## config.mk

```make
export PLATFORM = sky130hd
export DESIGN_NAME = seven_segment_scan
export DESIGN_NICKNAME = d
export VERILOG_FILES = /design/src/rtl/seven_segment_scan.sv
export SDC_FILE = /design/constraint.sdc
export NUM_CORES = 1
export LEC_CHECK = 0
export ABC_CLOCK_PERIOD_IN_PS = 4300
export BUFFER_PORTS_ARGS = -buffer_cell sky130_fd_sc_hd__buf_2
export CAP_MARGIN = 5
export CELL_PAD_IN_SITES_DETAIL_PLACEMENT = 0
export CELL_PAD_IN_SITES_GLOBAL_PLACEMENT = 1
export CORE_MARGIN = 4
export CORE_UTILIZATION = 30
export DETAILED_ROUTE_END_ITERATION = 7
export PLACE_DENSITY = 0.67
export SYNTH_ARGS = -nofsm -noshare
export SYNTH_HDL_FRONTEND = slang
export SYNTH_SLANG_ARGS = --single-unit
```

## constraint.sdc

```tcl
create_clock -name clk -period 4.3 [get_ports clk]
set_clock_uncertainty 0.2 [all_clocks]
set_input_delay 0.645 -clock clk [delete_from_list [all_inputs] [get_ports clk]]
set_output_delay 0.645 -clock clk [all_outputs]
set_load 0.02 [all_outputs]
```

## src/rtl/seven_segment_scan.sv

```systemverilog
`default_nettype none
// ============================================================================
// Module  : seven_segment_scan
// Purpose : Time-multiplexed DIGITS-wide hex display driver with shadowed
//           value/dp/blank, registered outputs and selectable polarity.
//           Leading-zero blanking: define SEVEN_SEGMENT_SCAN_LZB_EN.
// Rev     : 1.0
// ============================================================================
module seven_segment_scan #(
  parameter int DIGITS     = 4,
  parameter int SCAN_DIV   = 50000,
  parameter bit ACTIVE_LOW = 1'b1
) (
  input  logic                  clk,
  input  logic                  rst,
  input  logic [4*DIGITS-1:0]   value,
  input  logic                  load,
  input  logic [DIGITS-1:0]     dp_in,
  input  logic [DIGITS-1:0]     blank_in,
  output logic [6:0]            seg_out,
  output logic                  dp_out,
  output logic [DIGITS-1:0]     digit_en,
  output logic                  tick
);

  localparam int CW = (SCAN_DIV > 1) ? $clog2(SCAN_DIV) : 1;
  localparam int IW = (DIGITS > 1) ? $clog2(DIGITS) : 1;
  localparam logic [CW-1:0] c_cnt_max = CW'(SCAN_DIV - 1);
  localparam logic [IW-1:0] c_idx_max = IW'(DIGITS - 1);
  localparam logic          c_inv     = ~ACTIVE_LOW;

  logic [CW-1:0]         cnt_q, cnt_d;
  logic [IW-1:0]         idx_q, idx_d;
  logic                  tick_q;
  logic [4*DIGITS-1:0]   val_q;
  logic [DIGITS-1:0]     dp_q, blank_q;
  logic [6:0]            seg_q;
  logic                  dpo_q;
  logic [DIGITS-1:0]     en_q;

  logic [DIGITS-1:0]     w_blank_vec;
  logic [3:0]            w_nib;
  logic                  w_blank, w_dp;
  logic [DIGITS-1:0]     w_onehot;
  logic [6:0]            w_seg_al;
  logic                  w_dp_al;

  // Active-low font; polarity is applied once at the output register.
  function automatic logic [6:0] font_al(input logic [3:0] n);
    logic [6:0] f;
    case (n)
      4'h0: f = 7'h40;  4'h1: f = 7'h79;  4'h2: f = 7'h24;  4'h3: f = 7'h30;
      4'h4: f = 7'h19;  4'h5: f = 7'h12;  4'h6: f = 7'h02;  4'h7: f = 7'h78;
      4'h8: f = 7'h00;  4'h9: f = 7'h10;  4'hA: f = 7'h08;  4'hB: f = 7'h03;
      4'hC: f = 7'h46;  4'hD: f = 7'h21;  4'hE: f = 7'h06;  default: f = 7'h0E;
    endcase
    return f;
  endfunction

`ifdef SEVEN_SEGMENT_SCAN_LZB_EN
  logic [DIGITS-1:0] w_lzb;
  always_comb begin
    logic zero_above;
    zero_above = 1'b1;
    w_lzb      = '0;
    // Walk down from the top digit; digit 0 always stays lit.
    for (int i = DIGITS - 1; i > 0; i--) begin
      zero_above = zero_above & (val_q[4*i +: 4] == 4'h0);
      w_lzb[i]   = zero_above;
    end
  end
  assign w_blank_vec = blank_q | w_lzb;
`else
  assign w_blank_vec = blank_q;
`endif

  always_comb begin
    w_nib    = 4'h0;
    w_blank  = 1'b0;
    w_dp     = 1'b0;
    w_onehot = '0;
    for (int i = 0; i < DIGITS; i++) begin
      if (idx_q == IW'(i)) begin
        w_nib       = val_q[4*i +: 4];
        w_blank     = w_blank_vec[i];
        w_dp        = dp_q[i];
        w_onehot[i] = 1'b1;
      end
    end
  end

  assign w_seg_al = w_blank ? 7'h7F : font_al(w_nib);
  assign w_dp_al  = ~(w_dp & ~w_blank);

  assign cnt_d = (cnt_q == c_cnt_max) ? '0 : cnt_q + 1'b1;
  assign idx_d = tick_q ? ((idx_q == c_idx_max) ? '0 : idx_q + 1'b1) : idx_q;

  always_ff @(posedge clk or posedge rst) begin
    if (rst) begin
      cnt_q   <= '0;
      idx_q   <= '0;
      tick_q  <= 1'b0;
      val_q   <= '0;
      dp_q    <= '0;
      blank_q <= '0;
      seg_q   <= 7'h7F ^ {7{c_inv}};
      dpo_q   <= 1'b1 ^ c_inv;
      en_q    <= {DIGITS{~c_inv}};
    end else begin
      cnt_q  <= cnt_d;
      tick_q <= (cnt_d == c_cnt_max);
      idx_q  <= idx_d;
      if (load) begin
        val_q   <= value;
        dp_q    <= dp_in;
        blank_q <= blank_in;
      end
      seg_q <= w_seg_al ^ {7{c_inv}};
      dpo_q <= w_dp_al ^ c_inv;
      en_q  <= ~w_onehot ^ {DIGITS{c_inv}};
    end
  end

  assign seg_out  = seg_q;
  assign dp_out   = dpo_q;
  assign digit_en = en_q;
  assign tick     = tick_q;

endmodule
`default_nettype wire

```

==> run metrics <==
post-synth net total=283; Top FF cell, synth=dfrtp_1; Vias per Instance=4.77; register area share after synthesis=50.2%; final instance area=0.00316 mm2; dpl hpwl=4.15 mm; final count of hold timing violations=0; Worst Setup End Kind=register; cells resized by post-CTS repair=0; Worst-path clk slew=110 ps; unrepaired setup endpoints after global routing=false; CP top delay family=compound AO/OA/AOI/OAI gates; GPL Wtd Cong=0.824; mean routed wirelength per cell=14.3 um; Synth Area in Compound Gates=9.88%; setup bufs post-CTS=0; Row Count=34; Buf+Inv Stages, Crit Path=2; Synth Area in XOR/XNOR=4.42%; main combinational cell family by area after synthesis=simple AND/OR/NAND/NOR gates; PortBufs=39; Num CTS Buffers=5; Worst R2R Path Depth=10; global-route wire length before repair=9.73 mm; crit path kind=reg2reg; H-tree depth=2; post-place setup slack=1600 ps; number of synthesized flops with an enable pin=0; routed wire length=5.60 mm; Pins Over Slew Limit=0; vias after detailed routing=1864; highest-delay cell along the critical path=a22oi_1; CP Launch Type=register; Mapped Cells=245; GRT overflow=0; Die W=104 um; Critical Path RT=4330 ps; Reg-to-Reg Start=idx_q[0]; Pre-antenna DRT Iters=4; Final WS setup=1600 ps; mux cell area share after synthesis=10.4%; Simple-Gate Fraction of Synth Area=16.9%; Cell Area, Placed=0.00306 mm2; Die Y=104 um; Yosys top cell area share=38.8%; ranking of synthesized cells by area=dfrtp_1 39%, dfstp_2 11%, mux2_2 8.9%, ha_1 5.0%, nand2_1 2.8%; initial core utilization=31.3%; Die Area=0.0108 mm2; flop2flop setup slack=1600 ps; Fin Hold WS=297 ps; Yosys top cell by area=dfrtp_1; vias in the first global route=1982; Crit path largest cell delay=450 ps; Root Driver=clkbuf_8; Final min period=2700 ps; post-route ant nets=0; hold crit path type=in2async; adder-cell share of the synthesized area=4.96%; CTS sink count=55; r2r endpoint=seg_out[0]; outcome=completed; Mapped Area=0.00277 mm2; yosys warns=0; # hold bufs at CTS=0; layout cell share with drive strength beyond 1=34.3%; area grow syn2layout=13.9%; core area=0.00885 mm2; ant diodes=0; crit-path cells=inv_1, ha_1, a21oi_1, o21ai_0, a22oi_1, inv_1, ha_1, or3_1, o221ai_1, nand2_1; Post-synth ARST share=100%; Setup TNS=0 ps; Worst Max-Slew Pin Slew=889 ps; Max-slew headroom=40.6%; cell depth of the worst setup path=10; DR iter-0 viols=38; clk_lat worst skew=310 ps; pin count of the biggest net entering global routing=56; Tot GR Track Use=11.0%; fin util=35.7%; PD cells=320 mW/mm2; FILL cells=905; CTS tree=built; fin nets=320; DRC violations left=0; max cap viols=0; fin crit share=62.7%; FF+latch count, synth=55; antenna violations before repair=0; clk buf depth=2; count of final setup violators=0; CP Max Fanout=11; LEAKAGE=0.00137 uW; VDD IR max=0.130 mV; CP Data Arrival Time=2720 ps; FMAX=371 MHz; unique cell type count in the Yosys netlist=52; Mapped Avg Cell Area=11.3 um2; Ports=40
==> how the worst max path moves through the flow <==
stage	from	to	slack, ps
2_1_floorplan	idx_q[1]	seg_out[0]	1790
3_3_place_gp	idx_q[0]	seg_out[0]	1700
3_5_place_dp	idx_q[1]	seg_out[0]	1600
4_1_cts	idx_q[0]	seg_out[0]	1580
5_1_grt	idx_q[1]	seg_out[0]	1280
6_report	idx_q[0]	seg_out[0]	1600
==> cell usage after synthesis (3+ instances only) <==
library cell	instances
inv_1	12
nor2_1	10
nand4_1	3
nand3b_1	3
nor3b_1	4
nand2_1	21
o211ai_1	5
ha_1	11
dfrtp_1	43
mux2i_1	4
dfstp_2	12
nand3_1	14
o221ai_1	3
buf_2	5
mux2_2	22
xor2_1	6
a21oi_1	8
o21ai_0	7
nor2b_1	4
xnor2_1	8
==> tightest hold or removal path, cell delays in order <==
cell and delay (ps):
buf_2 100, inv_2 30, buf_4 540
==> area by class of cell <==
type                    count  area, um2  share of cell area [%]
clock inverters             3       27.5                   0.871
repair buffers             40        203                    6.41
flip-flops and latches     55       1390                    44.0
multi-input cells         168       1290                    40.8
well taps                 108        135                    4.28
clock buffers               5       68.8                    2.18
inverters                  12       45.0                    1.43
==> cell families (layout without fill, tap and decap cells) <==
family / count (synthesis) / count (layout)
and+or+nand+nor: 79 / 79
DFF: 55 / 55
AOI/OAI and AO/OA: 38 / 38
muxes: 26 / 26
buffers and inverters: 22 / 60
xor gates and xnor gates: 14 / 14
adders and majority gates: 11 / 11
==> cell usage in the layout (no fill, tap or decap), types with 2 or more instances in the layout <==
cell and n:
dfrtp_1 43, buf_2 39, mux2_2 22, nand2_1 21
nand3_1 14, dfstp_2 12, inv_1 11, ha_1 11
nor2_1 10, a21oi_1 8, xnor2_1 8, o21ai_0 7
xor2_1 6, o211ai_1 5, clkbuf_8 5, nor3b_1 4
nor2b_1 4, mux2i_1 4, nand4_1 3, nand3b_1 3
o221ai_1 3, and4_4 2, nand4b_1 2, a211oi_1 2
a211oi_2 2, or2_1 2, a211o_1 2
==> layer usage <==
layer	track usage [%]	part of all wire, %	routed length [um]	vias up
li1	-	-	-	933
met1	13.7	46	2560	889
met2	18.4	48	2710	37
met3	2.92	4.8	267	5
met4	3.42	1.1	59	0
met5	0	0	0	-
==> report_power, final <==
part           internal, uW  switching, uW
clock network           120            182
registers               559           15.9
logic                  59.2           76.1
==> registers in the layout, summed over array words and instances (netlist names), 2 cells and up <==
| name | count |
|---|---|
| digit_en | 4 |
| blank_q | 4 |
| dp_q | 4 |
| idx_q | 2 |
| cnt_q | 16 |
| val_q | 16 |
| seg_out | 7 |
==> metrics by stage <==
step,total power [uW],cells
after floorplan,678,245
after global placement,722,383
after detailed placement,724,383
after CTS,1040,391
after global routing,1070,391
final,1010,391
Note: power is estimated with default switching activity, not from simulation.
